### src/rtl/bin_to_bcd_seq_if.sv
// Handshake and result bundle between a requester and the binary-to-BCD converter.
// The converter side uses the slave modport; the requester/display side uses master.
interface bin_to_bcd_seq_if #(
    parameter int IN_W = 14
);
    logic            start;
    logic [IN_W-1:0] bin_in;
    logic            busy;
    logic            done;
    logic [15:0]     bcd_out;
    logic [3:0]      blank;
    logic            ovf;

    modport master (
        output start, bin_in,
        input  busy, done, bcd_out, blank, ovf
    );

    modport slave (
        input  start, bin_in,
        output busy, done, bcd_out, blank, ovf
    );
endinterface

### src/rtl/bin_to_bcd_seq.sv
// Sequential shift-add-3 binary-to-BCD converter with saturation at 9999 and
// leading-zero blanking; results are registered and held between conversions.
module bin_to_bcd_seq #(
    parameter int IN_W = 14
) (
    input  logic             clk,
    input  logic             reset,
    bin_to_bcd_seq_if.slave  bus
);
    localparam int                CNT_W   = $clog2(IN_W + 1);
    localparam int                MAX_DEC = 9999;
    localparam logic [IN_W-1:0]   SAT_VAL = IN_W'(MAX_DEC);

    typedef enum logic {
        IDLE,
        SHIFT
    } state_t;

    state_t state_reg, state_next;

    logic [15:0]      scratch_reg;
    logic [IN_W-1:0]  bin_reg;
    logic [CNT_W-1:0] cnt_reg;
    logic             ovf_pending_reg;
    logic [15:0]      bcd_reg;
    logic [3:0]       blank_reg;
    logic             ovf_reg;
    logic             done_reg;

    logic             accept;
    logic             finish;
    logic [15:0]      adj;
    logic [15+IN_W:0] shifted;
    logic [3:0]       blank_next;

    // Per-nibble correction: no carry crosses nibble boundaries.
    genvar gi;
    generate
        for (gi = 0; gi < 4; gi++) begin : g_adj
            assign adj[gi*4 +: 4] = (scratch_reg[gi*4 +: 4] >= 4'd5)
                                  ? scratch_reg[gi*4 +: 4] + 4'd3
                                  : scratch_reg[gi*4 +: 4];
        end
    endgenerate

    assign shifted = {adj, bin_reg} << 1;

    assign blank_next[3] = (scratch_reg[15:12] == 4'd0);
    assign blank_next[2] = blank_next[3] & (scratch_reg[11:8] == 4'd0);
    assign blank_next[1] = blank_next[2] & (scratch_reg[7:4] == 4'd0);
    assign blank_next[0] = 1'b0;

    always_ff @(posedge clk) begin
        if (reset) begin
            state_reg <= IDLE;
        end else begin
            state_reg <= state_next;
        end
    end

    always_comb begin
        state_next = state_reg;
        accept     = 1'b0;
        finish     = 1'b0;
        case (state_reg)
            IDLE: begin
                if (bus.start) begin
                    accept     = 1'b1;
                    state_next = SHIFT;
                end
            end
            SHIFT: begin
                // Counter reaching zero means all IN_W bits have been shifted in.
                if (cnt_reg == '0) begin
                    finish     = 1'b1;
                    state_next = IDLE;
                end
            end
            default: state_next = IDLE;
        endcase
    end

    always_ff @(posedge clk) begin
        if (reset) begin
            scratch_reg     <= 16'h0000;
            bin_reg         <= '0;
            cnt_reg         <= '0;
            ovf_pending_reg <= 1'b0;
            bcd_reg         <= 16'h0000;
            blank_reg       <= 4'b1110;
            ovf_reg         <= 1'b0;
            done_reg        <= 1'b0;
        end else begin
            done_reg <= finish;
            if (accept) begin
                scratch_reg <= 16'h0000;
                cnt_reg     <= CNT_W'(IN_W);
                if (32'(bus.bin_in) > MAX_DEC) begin
                    bin_reg         <= SAT_VAL;
                    ovf_pending_reg <= 1'b1;
                end else begin
                    bin_reg         <= bus.bin_in;
                    ovf_pending_reg <= 1'b0;
                end
            end else if (state_reg == SHIFT && !finish) begin
                scratch_reg <= shifted[15+IN_W:IN_W];
                bin_reg     <= shifted[IN_W-1:0];
                cnt_reg     <= cnt_reg - 1'b1;
            end
            if (finish) begin
                bcd_reg   <= scratch_reg;
                blank_reg <= blank_next;
                ovf_reg   <= ovf_pending_reg;
            end
        end
    end

    assign bus.busy    = (state_reg == SHIFT);
    assign bus.done    = done_reg;
    assign bus.bcd_out = bcd_reg;
    assign bus.blank   = blank_reg;
    assign bus.ovf     = ovf_reg;
endmodule

### src/flat_wrapper.sv
// flat-port wrapper written by rule: the top's interface ports become plain ports
module bin_to_bcd_seq_flat 
#(
    parameter int IN_W = 14
)
  (clk, reset, bus_start, bus_bin_in, bus_busy, bus_done, bus_bcd_out, bus_blank, bus_ovf);
  bin_to_bcd_seq_if #(.IN_W(IN_W)) bus_i ();
  input  logic clk;
  input  logic reset;
  input wire logic [$bits(bus_i.start)-1:0] bus_start;
  input wire logic [$bits(bus_i.bin_in)-1:0] bus_bin_in;
  output wire logic [$bits(bus_i.busy)-1:0] bus_busy;
  output wire logic [$bits(bus_i.done)-1:0] bus_done;
  output wire logic [$bits(bus_i.bcd_out)-1:0] bus_bcd_out;
  output wire logic [$bits(bus_i.blank)-1:0] bus_blank;
  output wire logic [$bits(bus_i.ovf)-1:0] bus_ovf;
  assign bus_i.start = bus_start;
  assign bus_i.bin_in = bus_bin_in;
  assign bus_busy = bus_i.busy;
  assign bus_done = bus_i.done;
  assign bus_bcd_out = bus_i.bcd_out;
  assign bus_blank = bus_i.blank;
  assign bus_ovf = bus_i.ovf;
  bin_to_bcd_seq #(.IN_W(IN_W)) u_core (.clk(clk), .reset(reset), .bus(bus_i));
endmodule
### config.mk
export PLATFORM = sky130hd
export DESIGN_NAME = bin_to_bcd_seq_flat
export DESIGN_NICKNAME = d
export VERILOG_FILES = /design/src/rtl/bin_to_bcd_seq_if.sv /design/src/rtl/bin_to_bcd_seq.sv /design/src/flat_wrapper.sv
export SDC_FILE = /design/constraint.sdc
export NUM_CORES = 1
export LEC_CHECK = 0
export ABC_AREA = 1
export CAP_MARGIN = 15
export CORE_MARGIN = 1.5
export CORE_UTILIZATION = 65
export CTS_CLUSTER_DIAMETER = 100
export DETAILED_ROUTE_END_ITERATION = 8
export DONT_BUFFER_PORTS = 1
export GPL_ROUTABILITY_DRIVEN = 0
export HOLD_SLACK_MARGIN = 0.06
export MAX_ROUTING_LAYER = met4
export PLACE_DENSITY_LB_ADDON = 0.3
export REMOVE_ABC_BUFFERS = 1
export SLEW_MARGIN = 20
export SYNTH_ARGS = -nofsm -noshare
export SYNTH_HDL_FRONTEND = slang
export SYNTH_SLANG_ARGS = --single-unit
export TNS_END_PERCENT = 30
### constraint.sdc
create_clock -name clk -period 4.7 [get_ports clk]
set_clock_uncertainty 0.2 [all_clocks]
set_input_delay 0 -clock clk [delete_from_list [all_inputs] [get_ports clk]]
set_output_delay 0 -clock clk [all_outputs]
set_load 0.02 [all_outputs]
==> summary.md <==
The depth of the worst hold-timing path is 3. Measured along the y axis, the die boundary spans 66.5 um. The layout filler cell count is 253. The post-CTS clock slew at the launch and capture registers of the worst setup and hold paths is 0.07 ns. Summing all flip-flop and latch instances after layout gives 0.00114 mm^2.

Power spread over the standard cell area amounts to 397 mW/mm^2. The worst slew margin relative to its limit was 0.544. In the final layout, the multi-input gates occupy 0.00122 mm^2.

The tools report the data arrival time of the critical path as 2.40 ns. The source of the worst register-to-register timing path was u_core.cnt_reg[0]. From synthesis to final layout, the design area changed by 13.3%.

The count of final setup violators was 0. The initial antenna violation count came out at 0. The run gives 0 ns as the final setup TNS. After routing the design area is 0.00297 mm^2.

Total global routing track utilization: 0.310. Once the clock tree was built, the resizer swapped 0 gates to a different size. Path class of the lowest-slack min-delay path: in -> reg.

The die footprint is 0.00442 mm^2. For this run, the number of Yosys warnings is 0. The critical path is of the reg -> reg type. The tools report the placed wire-length estimate after detailed placement as 3510 um.

Cell type with the highest occurrence count on the critical path: sky130_fd_sc_hd__nand2_2. The slowest cell on the critical path was sky130_fd_sc_hd__nand2_1. The run gives 0.00125 uW as the leakage power summed over all cells. The CTS sink count was 57; the number of vias after detailed routing was 2383. The core region is 0.00377 mm^2.

The final layout contains routed wiring with a total length of 6330 um. The fraction of final layout cells with drive strength greater than 1 was 0.105. The tools report the nature of the critical path endpoint as a flop.

The endpoint identified for the worst register-to-register timing path is u_core.scratch_reg[0]. The die is 66.5 um wide. The via count of the first global-routing pass is 2129, and the violation count after the first detailed-routing iteration is 296. Buffers placed on the I/O ports in this run total 0.

The first global-routing pass estimated 9910 um of wire. The detailed-route DRC error count was 0; the final antenna-violating net count was 0. The signal on the critical path passes through inv_1, ha_1, nand2_2, nand2_2, nand2_1, inv_2, nand2_2, o21ai_0. The pin count of the biggest net entering global routing is 37, and the minimum period implied by the final worst setup slack is 2.35 ns. The net count of the finished layout was 378; the latest clock arrival within the worst-skew pair was 0.33 ns. Kind of start point of the critical path: a flop. Setup repair after global routing left no endpoint under its margin. The data required time at the worst endpoint was 4.75 ns; the period utilization was 0.500. In this run the mean area of a mapped cell was 7.84 um^2. The tools report the post-detailed-placement cell area as 0.00257 mm^2. The startpoint identified for the worst hold timing path is bus_bin_in[0].

The tools report the register-to-register setup slack as 2.35 ns. Number of diodes added for antenna fixing: 0. The final hold violation count was 0; the routed wire length per instance was 15.7 um.

The flow ran to the end, and the final reports show no timing, DRC or antenna violations. The summed instance area of the synthesized netlist was 0.00262 mm^2; the largest voltage drop on the vdd net was 0.319 mV. Synthesis instantiated 34 different standard cells from the library. The clock tree synthesis step divided the H-tree into 3 levels.

At the pin with the least slew margin, the transition time is 0.682 ns. The cell count after synthesis is 334, and the fmax is 0.426 GHz. Using the TritonRoute via totals, the vias-per-cell ratio works out to 5.93. The total count of max-transition violations in the final report came out at 0. The share of the yosys chip area belonging to registers was 0.436. For the number of cell rows, the log shows 22. The final global-route overflow total is 0.

For the starting utilization of the core area, the log shows 0.694. Synthesis inferred 57 register bits. In this run, CTS created clock tree buffers numbering 9. The path with the worst hold slack has its endpoint at u_core.bin_reg[0]. The clock passes through at most 2 buffers.

In this run the count of I/O pins placed on the die edge is 40. TritonCTS built the clock tree. The tools report the number of detailed-routing iterations run before antenna repair as 7.

The worst register-to-register path has a depth of 8. The tree is rooted in a sky130_fd_sc_hd__clkbuf_8. The total of max-cap violations is 0.

Along the worst path, the maximum fanout reaches 20. Highest cell delay on the worst timing path: 0.39 ns.
## cell usage after synthesis, drive strengths merged
library cell | instances | area share
xor2 | 4 | 0.013
inv | 36 | 0.054
clkbuf | 2 | 0.0029
ha | 11 | 0.053
o22ai | 1 | 0.0024
mux2i | 1 | 0.0038
nor3 | 1 | 0.0019
a211oi | 1 | 0.0048
o31ai | 1 | 0.0029
nand2 | 34 | 0.054
o211ai | 2 | 0.0057
a21boi | 1 | 0.0029
o21ai | 58 | 0.11
a21oi | 40 | 0.076
nand3 | 25 | 0.050
or2 | 7 | 0.017
a31oi | 3 | 0.0072
buf | 13 | 0.038
dfxtp | 57 | 0.44
clkinv | 1 | 0.0014
conb | 1 | 0.0014
nor2 | 34 | 0.061
## worst max-delay path by stage
stage                                 start               endpoint  slack [ns]  cells after the start
final                     u_core.cnt_reg[0]  u_core.scratch_reg[0]        2.35                      8
after global routing      u_core.cnt_reg[0]  u_core.scratch_reg[0]        2.17                      8
after CTS                 u_core.cnt_reg[0]  u_core.scratch_reg[0]        2.43                      8
after detailed placement  u_core.cnt_reg[0]  u_core.scratch_reg[0]        2.47                      8
after global placement    u_core.cnt_reg[0]    u_core.bus.blank[1]        2.51                      7
after floorplan           u_core.cnt_reg[0]  u_core.scratch_reg[4]        2.83                      8
## placed cells by master (no fill, tap or decap)
master	Yosys	layout
sky130_fd_sc_hd__a211oi_2	1	1
sky130_fd_sc_hd__a21boi_1	1	1
sky130_fd_sc_hd__a21oi_1	40	40
sky130_fd_sc_hd__a31oi_1	3	3
sky130_fd_sc_hd__bufinv_16	0	1
sky130_fd_sc_hd__clkbuf_1	2	1
sky130_fd_sc_hd__clkbuf_8	0	11
sky130_fd_sc_hd__clkinv_1	1	1
sky130_fd_sc_hd__clkinv_2	0	2
sky130_fd_sc_hd__conb_1	1	1
sky130_fd_sc_hd__dfxtp_1	57	57
sky130_fd_sc_hd__dlygate4sd3_1	0	20
sky130_fd_sc_hd__ha_1	11	11
sky130_fd_sc_hd__inv_1	29	29
sky130_fd_sc_hd__inv_2	6	6
sky130_fd_sc_hd__inv_6	1	1
sky130_fd_sc_hd__mux2i_1	1	1
sky130_fd_sc_hd__nand2_1	30	30
sky130_fd_sc_hd__nand2_2	3	3
sky130_fd_sc_hd__nand2_4	1	1
sky130_fd_sc_hd__nand3_1	24	24
sky130_fd_sc_hd__nand3_2	1	1
sky130_fd_sc_hd__nor2_1	29	29
sky130_fd_sc_hd__nor2_2	3	3
sky130_fd_sc_hd__nor2_4	1	1
sky130_fd_sc_hd__nor2_8	1	1
sky130_fd_sc_hd__nor3_1	1	1
sky130_fd_sc_hd__o211ai_1	2	2
sky130_fd_sc_hd__o21ai_0	53	53
sky130_fd_sc_hd__o21ai_1	5	5
sky130_fd_sc_hd__o22ai_1	1	1
sky130_fd_sc_hd__o31ai_1	1	1
sky130_fd_sc_hd__or2_1	2	2
sky130_fd_sc_hd__or2_2	5	5
sky130_fd_sc_hd__xor2_1	4	4
## cell type report
type / count / area share
Clock buffer: 12 / 0.0523
Clock inverter: 3 / 0.0135
Inverter: 37 / 0.0485
Multi-Input combinational cell: 225 / 0.413
Sequential cell: 57 / 0.385
Tap cell: 48 / 0.0203
Timing Repair Buffer: 20 / 0.0675
## per-layer routing
metal  wire length [um]  up-vias  track usage
met1               2730     1095        0.366
met4                147        0        0.105
met2               2980      119        0.486
met5                  0        -            -
li1                   -     1149            -
met3                470       20        0.120
## kinds of logic (layout without fill, tap and decap cells)
kind of cell | count (synthesis) | in the layout | share of synthesized area
AND/OR/NAND/NOR | 101 | 101 | 0.184
buffers and inverters | 52 | 72 | 0.0961
XOR/XNOR | 4 | 4 | 0.0134
flip-flops | 57 | 57 | 0.436
adder cells (fa/ha/maj) | 11 | 11 | 0.0526
multiplexers | 1 | 1 | 0.00382
other | 1 | 1 | 0.00143
AO/OA/AOI/OAI | 107 | 107 | 0.213
## power by group
group	total (uW)	switching (uW)	internal, uW	leakage (uW)
clock network	460	191	269	0.000102
registers	562	41.1	521	0.000466
logic	155	101	53.4	0.000682
## timing repair
action	in CTS	in global routing
hold endpoints to repair	57	0
hold buffers	20	0
buffers inserted	0	0
## stage by stage
| stage | worst slack (ns) | instances | total power [uW] | utilization | hold slack, ns |
|---|---|---|---|---|---|
| after floorplan | 2.83 | 319 | 668 | - | -0.131 |
| after global placement | 2.51 | 367 | 695 | 0.681 | -0.128 |
| after detailed placement | 2.47 | 367 | 700 | 0.681 | -0.122 |
| after CTS | 2.43 | 402 | 1160 | 0.786 | 0.0936 |
| after global routing | 2.17 | 402 | 1220 | 0.786 | 0.150 |
| final | 2.35 | 402 | 1180 | 0.786 | 0.127 |
## critical path: cells and delay by family (launching register included)
family / cells / cell delay [ns]
buffers and inverters: 2 / 0.34
adders and majority gates: 1 / 0.22
and+or+nand+nor: 4 / 1.00
AOI/OAI and AO/OA: 1 / 0.21
DFF: 1 / 0.30
No activity file was read; power rests on OpenSTA's default activity.
